`src/rtl/joystick_conditioner.sv`:
```
// Conditions raw active-low Pmod joystick pins: synchronise, debounce, optional
// autofire on fire, port swap, and a registered active-high output with change strobe.
module joystick_conditioner #(
  parameter int unsigned SYNC_STAGES    = 2,
  parameter int unsigned PRESCALE       = 1000,
  parameter int unsigned DEBOUNCE_TICKS = 8,
  parameter int unsigned AUTOFIRE_HALF  = 50
) (
  input  logic       clk,
  input  logic       reset_n,
  input  logic [0:4] joya_raw,
  input  logic [0:4] joyb_raw,
  input  logic [1:0] autofire_en,
  input  logic       swap,
  output logic [0:4] joy1,
  output logic [0:4] joy2,
  output logic       changed
);

  localparam int unsigned NB   = 10;
  localparam int unsigned PS_W = (PRESCALE > 1) ? $clog2(PRESCALE) : 1;
  localparam int unsigned DB_W = (DEBOUNCE_TICKS > 1) ? $clog2(DEBOUNCE_TICKS) : 1;
  localparam int unsigned AF_W = (AUTOFIRE_HALF > 1) ? $clog2(AUTOFIRE_HALF) : 1;

  logic [NB-1:0]                   raw;
  logic [SYNC_STAGES-1:0][NB-1:0]  sync_q;
  logic [NB-1:0]                   sync;
  logic [PS_W-1:0]                 ps_q, ps_d;
  logic                            tick;
  logic [NB-1:0]                   stable_q, stable_d;
  logic [NB-1:0][DB_W-1:0]         db_cnt_q, db_cnt_d;
  logic [1:0]                      af_lvl_q, af_lvl_d;
  logic [1:0][AF_W-1:0]            af_cnt_q, af_cnt_d;
  logic [1:0]                      fire_eff;
  logic [0:4]                      vec_a, vec_b;
  logic [0:4]                      joy1_d, joy2_d;
  logic                            changed_d;

  // Flatten both ports: bits 0..4 are port A, 5..9 are port B, each {fire,left,right,down,up}.
  always_comb begin
    raw = '0;
    for (int i = 0; i < 5; i++) begin
      raw[i]     = joya_raw[i];
      raw[i + 5] = joyb_raw[i];
    end
  end

  assign sync = sync_q[SYNC_STAGES-1];

  assign tick = (ps_q == PS_W'(PRESCALE - 1));
  assign ps_d = tick ? '0 : ps_q + PS_W'(1);

  // A new level is accepted only after persisting across DEBOUNCE_TICKS consecutive ticks.
  always_comb begin
    stable_d = stable_q;
    db_cnt_d = db_cnt_q;
    for (int i = 0; i < 10; i++) begin
      if (sync[i] == stable_q[i]) begin
        db_cnt_d[i] = '0;
      end else if (tick) begin
        if (db_cnt_q[i] == DB_W'(DEBOUNCE_TICKS - 1)) begin
          stable_d[i] = sync[i];
          db_cnt_d[i] = '0;
        end else begin
          db_cnt_d[i] = db_cnt_q[i] + DB_W'(1);
        end
      end
    end
  end

  // Autofire phase restarts asserted whenever fire is released or autofire is disabled.
  always_comb begin
    af_lvl_d = af_lvl_q;
    af_cnt_d = af_cnt_q;
    fire_eff = '0;
    for (int p = 0; p < 2; p++) begin
      if (!autofire_en[p] || stable_q[p * 5]) begin
        af_cnt_d[p] = '0;
        af_lvl_d[p] = 1'b1;
      end else if (tick) begin
        if (af_cnt_q[p] == AF_W'(AUTOFIRE_HALF - 1)) begin
          af_cnt_d[p] = '0;
          af_lvl_d[p] = ~af_lvl_q[p];
        end else begin
          af_cnt_d[p] = af_cnt_q[p] + AF_W'(1);
        end
      end
      fire_eff[p] = ~stable_q[p * 5] & (autofire_en[p] ? af_lvl_q[p] : 1'b1);
    end
  end

  always_comb begin
    vec_a    = '0;
    vec_b    = '0;
    vec_a[0] = fire_eff[0];
    vec_b[0] = fire_eff[1];
    for (int k = 1; k < 5; k++) begin
      vec_a[k] = ~stable_q[k];
      vec_b[k] = ~stable_q[k + 5];
    end
    joy1_d    = swap ? vec_b : vec_a;
    joy2_d    = swap ? vec_a : vec_b;
    changed_d = ({joy1_d, joy2_d} != {joy1, joy2});
  end

  always_ff @(posedge clk or negedge reset_n) begin
    if (!reset_n) begin
      sync_q   <= '1;
      ps_q     <= '0;
      stable_q <= '1;
      db_cnt_q <= '0;
      af_lvl_q <= '1;
      af_cnt_q <= '0;
      joy1     <= '0;
      joy2     <= '0;
      changed  <= 1'b0;
    end else begin
      sync_q   <= {sync_q[SYNC_STAGES-2:0], raw};
      ps_q     <= ps_d;
      stable_q <= stable_d;
      db_cnt_q <= db_cnt_d;
      af_lvl_q <= af_lvl_d;
      af_cnt_q <= af_cnt_d;
      joy1     <= joy1_d;
      joy2     <= joy2_d;
      changed  <= changed_d;
    end
  end

endmodule

```
`config.mk`:
```
export PLATFORM = sky130hd
export DESIGN_NAME = joystick_conditioner
export DESIGN_NICKNAME = d
export VERILOG_FILES = /design/src/rtl/joystick_conditioner.sv
export SDC_FILE = /design/constraint.sdc
export NUM_CORES = 1
export LEC_CHECK = 0
export CAP_MARGIN = 20
export CORE_ASPECT_RATIO = 2
export CORE_MARGIN = 1.5
export CORE_UTILIZATION = 25
export DETAILED_ROUTE_END_ITERATION = 8
export GPL_TIMING_DRIVEN = 1
export SYNTH_ARGS = -nofsm -noshare
export SYNTH_HDL_FRONTEND = slang
export SYNTH_SLANG_ARGS = --single-unit
```
`constraint.sdc`:
```
create_clock -name clk -period 2.9 [get_ports clk]
set_clock_uncertainty 0.2 [all_clocks]
set_input_delay 0.58 -clock clk [delete_from_list [all_inputs] [get_ports clk]]
set_output_delay 0.58 -clock clk [all_outputs]
set_load 0.05 [all_outputs]
```
==> impl_metrics.toml <==
[status]
outcome = "finished, final reports clean"

[cells_and_area]
final_area_um2 = 5120
antenna-diode-count = 0
final_layout_size_suffix_gt1_share_pct = 16.5
syn_to_final_growth_pct = 19.9
utilization_pct = 30.6
fillers = 1714
fin_nets = 453
seq_area_um2 = 2420
multi_input_area_um2 = 1780

[power]
leakage_nw = 2.09
worst_ir_drop_vdd_uv = 272
powerDensity_nw_per_um2 = 530

[routing]
first_pass_iters = 4
drc = 0
ant_nets = 0
drtIter0Drc = 148
num_vias = 2873
wire_per_inst_um = 13.5
vias_per_cell = 4.60
routed_wl_mm = 8.45

[worst_setup_path]
path_cells = "clkdlybuf4s50_1"
start_kind = "register"
cp.required_ps = 2120
end_kind = "output pin"
worst-path-buf-inv = 1
critPathTopFamily = "buffers and inverters"
slowest_delay_ps = 840
arrival_ps = 1620
worstSetupPathType = "register to output pin"
slowest_stage = "clkdlybuf4s50_1"
worstPathMaxFanout = 7

[timing]
period_minus_slack_ps = 2400
drv_slew = 0
period_share_pct = 82.8
rsz0062_at_grt = "false"
setup_viol = 0
hold_ws_ps = 152
fmax_mhz = 417
max-slew-margin-rel_pct = 66.0
setup_tns_ps = 0
hold_viol = 0
tightest_slew_ps = 509

[cts]
cts_root_buf = "clkbuf_16"
h-tree-depth = 3
cts_tree = "built"
numCtsBuffers = 9
clk_pin_slew_ps = 60
cts_resized = 0
clk_latency_ps = 350
clockBufferDepth = 2
clkSinkCount = 95

[logic_synthesis]
ys.flop_type = "dfrtp_1"
yosysMostFrequentCell = "nand2_1"
syn_avg_cell_area_um2 = 11.2
synth.area.top_cells = "dfrtp_1, dfstp_2, ha_1, nand2_1, a21oi_1"
syn-num-nets = 422
yosys_warnings = 0
syn_area_um2 = 4270
synthArstFlopShare_pct = 100
ys_ff_latch = 95
seq_area_frac_synth_pct = 56.6
synth_top_area_share_pct = 36.9
synth_cell_types = 38
synth_common_cells = "nand2_1, dfrtp_1, a21oi_1, dfstp_2, ha_1"
synth_top_area_cell = "dfrtp_1"
synth_edf_count = 0
synthCells = 382

[grt]
grt_max_degree = 64
grt_pass1_wl_mm = 14.6
grt_pass1_vias = 3119
grt_antenna_before_repair = 0
track_usage_pct = 10.5
grt-ovfl-total = 0

[hold_path]
worstHoldPathType = "register to register"

[placement]
gp_congestion = 0.717
hpwlAfterDp_mm = 5.94
io_buffers = 25
placed_area_um2 = 4790

[floorplanning]
start_util_pct = 25.5
dieArea_um2 = 17900
die_x_um = 95.5
num_io_pins = 26
core_area_um2 = 16800
num_rows = 67
die-height_um = 188

[job]
drv_cap = 0
registers in the layout (all words and copies together), names as in the netlist:
name	cells
stable_q	10
sync	10
joy2	5
joy1	5
changed	1
af_lvl_q	2
db_cnt_q	30
sync_q	10
af_cnt_q	12
ps_q	10
final cells by class:
| class | instances | share of cell area, % |
|---|---|---|
| tap | 207 | 5.05 |
| multi-input combinational | 271 | 34.7 |
| inverter | 3 | 0.220 |
| sequential | 95 | 47.2 |
| timing repair buffer | 33 | 6.54 |
| clock inverter | 2 | 0.732 |
| clock buffer | 14 | 5.57 |
report_power, final:
group	switching, mW	leakage, nW	internal [mW]
Sequential	0.0106	1.15	1.35
Clock	0.492	0.154	0.769
Combinational	0.0538	0.787	0.0355
timing repair:
item,CTS,global route
hold buffers,1,0
endpoints found under the hold margin,18,0
setup buffers,0,0
final timing paths:
kind	start	to	slack (ps)	cells after the start
max	joy1[0]$_DFF_PN0_	joy1[0]	500	1
min	sync_q[0]$_DFF_PN1_	sync[0]$_DFF_PN1_	150	0
max reg2reg	ps_q[3]$_DFF_PN0_	db_cnt_q[9]$_DFFE_PN0P_	620	5
min in group asynchronous	reset_n	db_cnt_q[12]$_DFFE_PN0P_	550	2
min reg2reg	sync_q[0]$_DFF_PN1_	sync[0]$_DFF_PN1_	150	0
max in group asynchronous	reset_n	sync_q[2]$_DFF_PN1_	1220	3
routing by layer:
layer	track usage, %	routed length (µm)	vias to the layer above
met5	0	0	-
met4	5.88	311	0
met3	1.82	143	16
met2	19.4	4700	27
met1	10.7	3290	1433
li1	-	-	1397
kinds of logic after synthesis:
group,after synthesis,share of synthesized area (%)
mux,18,4.51
flops,95,56.6
xor+xnor,23,4.71
simple gates,136,15.8
compound gates,69,9.31
fa+ha+maj,25,7.32
buf+inv,16,1.81
cell usage in the layout, fill, tap and decap left out, types with 4 or more instances in the layout:
cell and count:
mux2i_1 8, xnor2_1 13, nand3_1 6, dfstp_2 32, a31oi_1 4, a211oi_1 6, mux2_2 8, buf_4 6
xor2_1 10, a21oi_1 41, or3b_2 4, dfrtp_1 63, o21ai_0 9, nor2_1 10, nand2_1 69, clkbuf_16 10
or3_1 13, nand3b_1 10, a311oi_1 4, clkdlybuf4s50_1 24, ha_1 25
metrics by stage:
stage	instances	power, mW	setup WS, ps
after floorplan	382	1.42	912
after global placement	608	1.48	433
after detailed placement	608	1.48	351
after CTS	625	2.76	483
after global routing	625	2.82	412
final	625	2.71	499
Note: power is estimated with default switching activity, not from simulation.
